==> src/rtl/collision_pkg.sv <==
// Shared constants for the sprite-vs-tile collision engine: side indices,
// scanner FSM states and default sprite/tile geometry.
package collision_pkg;

  localparam int SIDE_DOWN  = 0;
  localparam int SIDE_UP    = 1;
  localparam int SIDE_RIGHT = 2;
  localparam int SIDE_LEFT  = 3;

  typedef enum logic [1:0] {
    ST_IDLE,
    ST_SCAN,
    ST_DRAIN,
    ST_DONE
  } state_t;

  localparam int DEF_X_W        = 10;
  localparam int DEF_Y_W        = 9;
  localparam int DEF_N_TILES    = 16;
  localparam int DEF_A_W        = 4;
  localparam int DEF_TILE_W     = 25;
  localparam int DEF_TILE_H     = 24;
  localparam int DEF_SPR_H      = 41;
  localparam int DEF_FOOT_L     = 12;
  localparam int DEF_FOOT_R     = 30;
  localparam int DEF_DOWN_DEPTH = 4;
  localparam int DEF_SIDE_X     = 45;
  localparam int DEF_SIDE_TOP   = 2;
  localparam int DEF_SIDE_BOT   = 40;

endpackage

==> src/rtl/collision_scanner_if.sv <==
// Scan request/result handshake plus the tile table read port.
// slave = scanner side, master = client (motion FSM + tile memory) side.
interface collision_scanner_if #(
  parameter int X_W = 10,
  parameter int Y_W = 9,
  parameter int A_W = 4
);
  logic           start;
  logic [X_W-1:0] x_sprite;
  logic [Y_W-1:0] y_sprite;
  logic           busy;
  logic           done;
  logic [3:0]     is_collision;
  logic [A_W:0]   hit_count;
  logic [Y_W-1:0] floor_y;
  logic [A_W-1:0] tile_addr;
  logic [X_W-1:0] tile_x;
  logic [Y_W-1:0] tile_y;
  logic           tile_en;

  modport slave (
    input  start, x_sprite, y_sprite, tile_x, tile_y, tile_en,
    output busy, done, is_collision, hit_count, floor_y, tile_addr
  );

  modport master (
    output start, x_sprite, y_sprite, tile_x, tile_y, tile_en,
    input  busy, done, is_collision, hit_count, floor_y, tile_addr
  );
endinterface

==> src/rtl/collision_scanner_tile_side_test.sv <==
// Combinational four-side overlap test of one sprite against one tile.
// All sums are widened by one bit so coordinates near the top never alias.
import collision_pkg::*;

module tile_side_test #(
  parameter int X_W        = DEF_X_W,
  parameter int Y_W        = DEF_Y_W,
  parameter int TILE_W     = DEF_TILE_W,
  parameter int TILE_H     = DEF_TILE_H,
  parameter int SPR_H      = DEF_SPR_H,
  parameter int FOOT_L     = DEF_FOOT_L,
  parameter int FOOT_R     = DEF_FOOT_R,
  parameter int DOWN_DEPTH = DEF_DOWN_DEPTH,
  parameter int SIDE_X     = DEF_SIDE_X,
  parameter int SIDE_TOP   = DEF_SIDE_TOP,
  parameter int SIDE_BOT   = DEF_SIDE_BOT
) (
  input  logic [X_W-1:0] x,
  input  logic [Y_W-1:0] y,
  input  logic [X_W-1:0] tx,
  input  logic [Y_W-1:0] ty,
  output logic [3:0]     flags
);

  localparam logic [X_W:0] TW = (X_W+1)'(TILE_W);
  localparam logic [X_W:0] FL = (X_W+1)'(FOOT_L);
  localparam logic [X_W:0] FR = (X_W+1)'(FOOT_R);
  localparam logic [X_W:0] SX = (X_W+1)'(SIDE_X);
  localparam logic [Y_W:0] TH = (Y_W+1)'(TILE_H);
  localparam logic [Y_W:0] SH = (Y_W+1)'(SPR_H);
  localparam logic [Y_W:0] DD = (Y_W+1)'(DOWN_DEPTH);
  localparam logic [Y_W:0] ST = (Y_W+1)'(SIDE_TOP);
  localparam logic [Y_W:0] SB = (Y_W+1)'(SIDE_BOT);

  logic [X_W:0] xs, txs, tx_end;
  logic [Y_W:0] ys, tys, ty_end;
  logic         span, vert;

  always_comb begin
    xs     = {1'b0, x};
    txs    = {1'b0, tx};
    ys     = {1'b0, y};
    tys    = {1'b0, ty};
    tx_end = txs + TW;
    ty_end = tys + TH;

    span = (xs + FR > txs) && (xs + FL < tx_end);
    vert = (ys + ST <= ty_end) && (ys + SB >= tys);

    flags             = '0;
    flags[SIDE_DOWN]  = span && (ys + SH >= tys) && (ys + SH + DD <= ty_end);
    flags[SIDE_UP]    = span && (ys >= tys) && (ys <= ty_end);
    flags[SIDE_RIGHT] = vert && (xs + SX >= txs) && (xs + SX <= tx_end);
    flags[SIDE_LEFT]  = vert && (xs >= txs) && (xs <= tx_end);
  end

endmodule

==> src/rtl/collision_scanner.sv <==
// Streams the tile table once per start pulse and accumulates the side mask,
// hit count and landing floor for the latched sprite position.
import collision_pkg::*;

module collision_scanner #(
  parameter int X_W        = DEF_X_W,
  parameter int Y_W        = DEF_Y_W,
  parameter int N_TILES    = DEF_N_TILES,
  parameter int A_W        = DEF_A_W,
  parameter int TILE_W     = DEF_TILE_W,
  parameter int TILE_H     = DEF_TILE_H,
  parameter int SPR_H      = DEF_SPR_H,
  parameter int FOOT_L     = DEF_FOOT_L,
  parameter int FOOT_R     = DEF_FOOT_R,
  parameter int DOWN_DEPTH = DEF_DOWN_DEPTH,
  parameter int SIDE_X     = DEF_SIDE_X,
  parameter int SIDE_TOP   = DEF_SIDE_TOP,
  parameter int SIDE_BOT   = DEF_SIDE_BOT
) (
  input logic                clk,
  input logic                rst_n,
  collision_scanner_if.slave bus
);

  localparam logic [A_W-1:0] LAST_ADDR = A_W'(N_TILES - 1);
  localparam logic [A_W:0]   CNT_MAX   = (A_W+1)'(N_TILES);

  state_t         state, state_nxt;
  logic           busy, done, accept, vld;
  logic [X_W-1:0] x_lat;
  logic [Y_W-1:0] y_lat;
  logic [A_W-1:0] addr;
  logic [3:0]     flags;
  logic [3:0]     mask_acc, mask_nxt, mask_out;
  logic [A_W:0]   cnt_acc, cnt_nxt, cnt_out;
  logic [Y_W-1:0] floor_acc, floor_nxt, floor_out;

  tile_side_test #(
    .X_W(X_W), .Y_W(Y_W), .TILE_W(TILE_W), .TILE_H(TILE_H), .SPR_H(SPR_H),
    .FOOT_L(FOOT_L), .FOOT_R(FOOT_R), .DOWN_DEPTH(DOWN_DEPTH),
    .SIDE_X(SIDE_X), .SIDE_TOP(SIDE_TOP), .SIDE_BOT(SIDE_BOT)
  ) u_side_test (
    .x(x_lat), .y(y_lat), .tx(bus.tile_x), .ty(bus.tile_y), .flags(flags)
  );

  always_comb begin
    state_nxt = state;
    busy      = 1'b0;
    done      = 1'b0;
    accept    = 1'b0;
    unique case (state)
      ST_IDLE: if (bus.start) begin
        accept    = 1'b1;
        state_nxt = ST_SCAN;
      end
      ST_SCAN: begin
        busy = 1'b1;
        if (addr == LAST_ADDR) state_nxt = ST_DRAIN;
      end
      ST_DRAIN: begin
        busy      = 1'b1;
        state_nxt = ST_DONE;
      end
      ST_DONE: begin
        done      = 1'b1;
        state_nxt = ST_IDLE;
      end
      default: state_nxt = ST_IDLE;
    endcase
  end

  always_comb begin
    mask_nxt  = mask_acc;
    cnt_nxt   = cnt_acc;
    floor_nxt = floor_acc;
    if (vld && bus.tile_en) begin
      mask_nxt = mask_acc | flags;
      if ((|flags) && (cnt_acc < CNT_MAX)) cnt_nxt = cnt_acc + 1'b1;
      if (flags[SIDE_DOWN] && (bus.tile_y < floor_acc)) floor_nxt = bus.tile_y;
    end
  end

  // Outputs load from the next-accumulator values in DRAIN so the last tile
  // is already included when done is asserted in the following cycle.
  always_ff @(posedge clk) begin
    if (!rst_n) begin
      state     <= ST_IDLE;
      addr      <= '0;
      vld       <= 1'b0;
      x_lat     <= '0;
      y_lat     <= '0;
      mask_acc  <= '0;
      cnt_acc   <= '0;
      floor_acc <= '1;
      mask_out  <= '0;
      cnt_out   <= '0;
      floor_out <= '1;
    end else begin
      state <= state_nxt;
      vld   <= (state == ST_SCAN);
      if (accept) begin
        x_lat     <= bus.x_sprite;
        y_lat     <= bus.y_sprite;
        addr      <= '0;
        mask_acc  <= '0;
        cnt_acc   <= '0;
        floor_acc <= '1;
      end else begin
        if (state == ST_SCAN) addr <= (addr == LAST_ADDR) ? '0 : addr + 1'b1;
        if (vld) begin
          mask_acc  <= mask_nxt;
          cnt_acc   <= cnt_nxt;
          floor_acc <= floor_nxt;
        end
      end
      if (state == ST_DRAIN) begin
        mask_out  <= mask_nxt;
        cnt_out   <= cnt_nxt;
        floor_out <= floor_nxt;
      end
    end
  end

  assign bus.busy         = busy;
  assign bus.done         = done;
  assign bus.tile_addr    = addr;
  assign bus.is_collision = mask_out;
  assign bus.hit_count    = cnt_out;
  assign bus.floor_y      = floor_out;

endmodule

==> src/flat_wrapper.sv <==
// flat-port wrapper written by rule: the top's interface ports become plain ports
module collision_scanner_flat 
#(
  parameter int X_W        = DEF_X_W,
  parameter int Y_W        = DEF_Y_W,
  parameter int N_TILES    = DEF_N_TILES,
  parameter int A_W        = DEF_A_W,
  parameter int TILE_W     = DEF_TILE_W,
  parameter int TILE_H     = DEF_TILE_H,
  parameter int SPR_H      = DEF_SPR_H,
  parameter int FOOT_L     = DEF_FOOT_L,
  parameter int FOOT_R     = DEF_FOOT_R,
  parameter int DOWN_DEPTH = DEF_DOWN_DEPTH,
  parameter int SIDE_X     = DEF_SIDE_X,
  parameter int SIDE_TOP   = DEF_SIDE_TOP,
  parameter int SIDE_BOT   = DEF_SIDE_BOT
)
  (clk, rst_n, bus_start, bus_x_sprite, bus_y_sprite, bus_tile_x, bus_tile_y, bus_tile_en, bus_busy, bus_done, bus_is_collision, bus_hit_count, bus_floor_y, bus_tile_addr);
  collision_scanner_if #(.X_W(X_W), .Y_W(Y_W), .A_W(A_W)) bus_i ();
  input logic clk;
  input logic rst_n;
  input wire logic [$bits(bus_i.start)-1:0] bus_start;
  input wire logic [$bits(bus_i.x_sprite)-1:0] bus_x_sprite;
  input wire logic [$bits(bus_i.y_sprite)-1:0] bus_y_sprite;
  input wire logic [$bits(bus_i.tile_x)-1:0] bus_tile_x;
  input wire logic [$bits(bus_i.tile_y)-1:0] bus_tile_y;
  input wire logic [$bits(bus_i.tile_en)-1:0] bus_tile_en;
  output wire logic [$bits(bus_i.busy)-1:0] bus_busy;
  output wire logic [$bits(bus_i.done)-1:0] bus_done;
  output wire logic [$bits(bus_i.is_collision)-1:0] bus_is_collision;
  output wire logic [$bits(bus_i.hit_count)-1:0] bus_hit_count;
  output wire logic [$bits(bus_i.floor_y)-1:0] bus_floor_y;
  output wire logic [$bits(bus_i.tile_addr)-1:0] bus_tile_addr;
  assign bus_i.start = bus_start;
  assign bus_i.x_sprite = bus_x_sprite;
  assign bus_i.y_sprite = bus_y_sprite;
  assign bus_i.tile_x = bus_tile_x;
  assign bus_i.tile_y = bus_tile_y;
  assign bus_i.tile_en = bus_tile_en;
  assign bus_busy = bus_i.busy;
  assign bus_done = bus_i.done;
  assign bus_is_collision = bus_i.is_collision;
  assign bus_hit_count = bus_i.hit_count;
  assign bus_floor_y = bus_i.floor_y;
  assign bus_tile_addr = bus_i.tile_addr;
  collision_scanner #(.X_W(X_W), .Y_W(Y_W), .N_TILES(N_TILES), .A_W(A_W), .TILE_W(TILE_W), .TILE_H(TILE_H), .SPR_H(SPR_H), .FOOT_L(FOOT_L), .FOOT_R(FOOT_R), .DOWN_DEPTH(DOWN_DEPTH), .SIDE_X(SIDE_X), .SIDE_TOP(SIDE_TOP), .SIDE_BOT(SIDE_BOT)) u_core (.clk(clk), .rst_n(rst_n), .bus(bus_i));
endmodule
==> config.mk <==
export PLATFORM = sky130hd
export DESIGN_NAME = collision_scanner_flat
export DESIGN_NICKNAME = d
export VERILOG_FILES = /design/src/rtl/collision_pkg.sv /design/src/rtl/collision_scanner_if.sv /design/src/rtl/collision_scanner_tile_side_test.sv /design/src/rtl/collision_scanner.sv /design/src/flat_wrapper.sv
export SDC_FILE = /design/constraint.sdc
export NUM_CORES = 1
export LEC_CHECK = 0
export ABC_AREA = 1
export CORE_MARGIN = 2
export CORE_UTILIZATION = 53
export CTS_CLUSTER_SIZE = 8
export DETAILED_ROUTE_END_ITERATION = 12
export MAX_ROUTING_LAYER = met4
export PLACE_DENSITY = 0.79
export SETUP_SLACK_MARGIN = 0.4
export SLEW_MARGIN = 0
export SYNTH_ARGS = -nofsm -noshare
export SYNTH_HDL_FRONTEND = slang
export SYNTH_SLANG_ARGS = --single-unit
export TNS_END_PERCENT = 100
==> constraint.sdc <==
create_clock -name clk -period 3.04 [get_ports clk]
set_input_delay 0.608 -clock clk [delete_from_list [all_inputs] [get_ports clk]]
set_output_delay 0.608 -clock clk [all_outputs]
set_load 0.1 [all_outputs]
==> results.md <==
- Post-synthesis area per instance: between 6 and 7 um^2
- Worst-case clock buffer depth: 2
- Hold wc startpoint: u_core.bus.floor_y[1]$_SDFFE_PN1P_
- CP peak stage delay: approximately 0.37 ns
- Post-synth EDFFs: 0
- Critical Path RT: 3.30 ns
- GP Congestion: 0.925
- PD cells: approximately 740 nW/um^2
- Kind of end point of the critical path: flip-flop
- Area after DPL: about 8000 um^2
- Top FF cell, synth: dfxtp_1
- # rows: 40
- Leakage power: around 0.0048 uW
- Total routed wirelength: between 20000 and 25000 um
- CP Launch Point: u_core.y_lat[1]$_SDFFE_PN0P_
- Reg-to-Reg Start: u_core.y_lat[1]$_SDFFE_PN0P_
- Compound-Gate Fraction of Synth Area: between 10% and 20%
- I/O pin cnt: between 60 and 70
- CTS tree: done
- Most common cell in the netlist: nand2_1
- RSZ-0062 raised after global routing: true
- Avg WL per Cell: roughly 17 um
- Clk_lat worst skew: between 0.3 and 0.4 ns
- Inserted Diodes: 0
- CTS buffer count: 9
- Clk slew on worst S/H paths: ~0.070 ns
- Adder-cell share of the synthesized area: between 20% and 30%
- Fin crit period: between 3 and 4 ns
- CP max stage cell: dfxtp_4
- Area share of the largest cell type after synthesis: about a quarter
- Crit-path cells: ha_4 -> buf_4 -> xor2_4 -> buf_4 -> nand3_4 -> nor2_4 -> nand3_1 -> o21ai_1 -> ha_1 -> nand2_2 -> a21oi_2 -> nor2_2 -> nand3_2 -> nand2_2 -> nand4_1 -> nor3_2 -> nand2_2 -> buf_6 -> buf_16 -> nand2_4 -> o21ai_4 -> o21ai_2
- Global route overflow: 0
- Worst Tran Pin Value: around 0.74 ns
- Tot Pwr: 7000 uW
- Status: complete, but fails checks
- Die width: around 110 um
- Share of cells above drive strength 1: 31.7%
- Post-CTS Hold Fix Bufs: 0
- Skew final: around 0.013 ns
- Largest net degree at the start of global routing: 38
- Element type at the critical path start: flip-flop
- Period utilization: 114%
- Netlist Area Pre-Place: between 6000 and 7000 um^2
- Final hold vios: 0
- Worst VDD drop: approximately 1.3 mV
- GRT Total Usage: about a third
- Post-Synthesis Cells: 931
- DIE HEIGHT: ~110 um
- Crit path kind: reg -> reg
- Cell mode on critical path: nand2_2
- XOR/XNOR Fraction of Synth Area: 6.38%
- Die area: about 13000 um^2
- Number of synthesized register bits: between 60 and 70
- H-tree depth: 3
- Clk sink count: a little over 60
- Hold Crit Class: reg -> reg
- Slew Viols, Final: 0
- Violated checks: negative setup slack
- Worst slew margin: between 50% and 60%
- Top post-synthesis cells by area: ha_1 26%, dfxtp_1 19%, nand2_1 11%
- Pre-CTS WS: -0.673 ns
- Placed wire-length estimate: 13800 um
- Port Buffers: 65
- Critical path fanouts, max: 5
- First-pass GRT wire length: roughly 35000 um
- Number of global-route vias before repair: between 7000 and 8000
- Vias after detailed routing: roughly 7300
- Mux contribution to synthesized area: 0%
- Initial antenna violation count: 0
- Ys Warns: 0
- Initial DRC count: approximately 550
- Initial Util: between 50% and 60%
- Cell taking the most area after synthesis: ha_1
- Avg Vias per Cell: about 5.7
- Post-synth top cells: 193 x nand2_1, 137 x inv_1, 133 x ha_1
- Layout Cell Area excl Fill: 9440 um^2
- Sequential-to-total area share from yosys stat: just under 20%
- Layout Nets: 1300
- Remaining DRCs: 0
- Max_cap viols: 0
- Post-route ant nets: 0
- Hold slack: ~0.48 ns
- Yosys cell types: 37
- # setup viols final: 30
- Critical Path AT: around 3.7 ns
- Fmax: a little under 300 MHz
- Area Overhead vs Synth: 46.4%
- Post-route setup slack: -0.417 ns
- Largest family of logic cells by synthesized area: adder cells
- Simple-gate area share of the yosys netlist: between 20% and 30%
- CTS root buf: clkbuf_16
- CORE AREA: about 12000 um^2
- Mapped Nets: roughly 1100
- Worst reg2reg path depth: 22
- Drt first pass iters: 5
- Worst Hold Depth: 2
- Async S/R FF share, synth: 0%
[placed cells by master, fill, tap and decap left out, drive strengths merged, types with 7 or more instances in the layout]
cell             n
a21o             8
a21oi           87
buf            167
clkbuf          11
clkdlybuf4s50   27
dfxtp           62
dlygate4sd2      8
ha             133
inv            142
nand2          197
nand3           56
nand4           10
nor2            76
nor3            13
o211ai           7
o21ai           60
xor2            42
[per-stage QoR]
stage | util (%) | TNS [ns] | std cells
3_5_place_dp | 67.0 | -20.63 | 1229
4_1_cts | 77.5 | -5.56 | 1275
6_report | 78.9 | -9.44 | 1277
3_3_place_gp | 67.0 | -18.53 | 1229
2_1_floorplan | - | 0 | 931
5_1_grt | 78.9 | -15.30 | 1277
[where the power goes]
| part | leakage, uW | internal (uW) | switching, uW |
|---|---|---|---|
| logic | 0.00409 | 1710 | 2970 |
| clock network | 0.000154 | 713 | 427 |
| registers | 0.000511 | 992 | 189 |
[per-layer routing]
metal | up-vias | track usage [%] | share of wire [%]
li1 | 3443 | - | -
met1 | 3354 | 41.8 | 41
met2 | 391 | 58.0 | 47
met3 | 103 | 5.93 | 7.9
met4 | 0 | 13.7 | 4.0
met5 | - | - | 0
[area by class of cell]
type	count	area, um^2
multi-input cells	709	5400
well taps	147	184
fillers	732	2520
clock inverters	5	62.6
flip-flops and latches	62	1260
repair buffers	202	1730
inverters	141	544
clock buffers	11	264
[final timing paths]
check                                  endpoint  slack (ns)
max reg2reg  u_core.bus.floor_y[7]$_SDFFE_PN1P_       -0.42
min reg2reg  u_core.bus.floor_y[1]$_SDFFE_PN1P_        0.48
max          u_core.bus.floor_y[7]$_SDFFE_PN1P_       -0.42
min          u_core.bus.floor_y[1]$_SDFFE_PN1P_        0.48
[cells by family (layout without fill, tap and decap cells)]
group,Yosys count,count (layout)
adders and majority gates,133,133
and+or+nand+nor,357,357
buffers and inverters,160,359
DFF,62,62
xor gates and xnor gates,47,47
AOI/OAI and AO/OA,172,172
[registers in the layout (all words and copies together) (netlist names)]
signal                   flops
u_core.bus.floor_y           9
u_core.bus.hit_count         5
u_core.bus.is_collision      4
u_core.bus.tile_addr         4
u_core.cnt_acc               5
u_core.floor_acc             9
u_core.mask_acc              4
u_core.state                 2
u_core.vld                   1
u_core.x_lat                10
u_core.y_lat                 9
[what timing repair did]
item | CTS | global route
setup endpoints to repair | 36 | 36
resized for setup | 198 | 35
cloned | 3 | 0
setup buffers | 27 | 2
pin swaps | 63 | 7
[worst max-delay path, delay by kind of cell (launching register included)]
family / cells / cell delay [ns]
fa+ha+maj: 2 / 0.46
xor+xnor: 1 / 0.20
flops: 1 / 0.37
simple gates: 11 / 1.28
buf+inv: 4 / 0.63
compound gates: 4 / 0.42
Power figures use the tool's default switching activity.
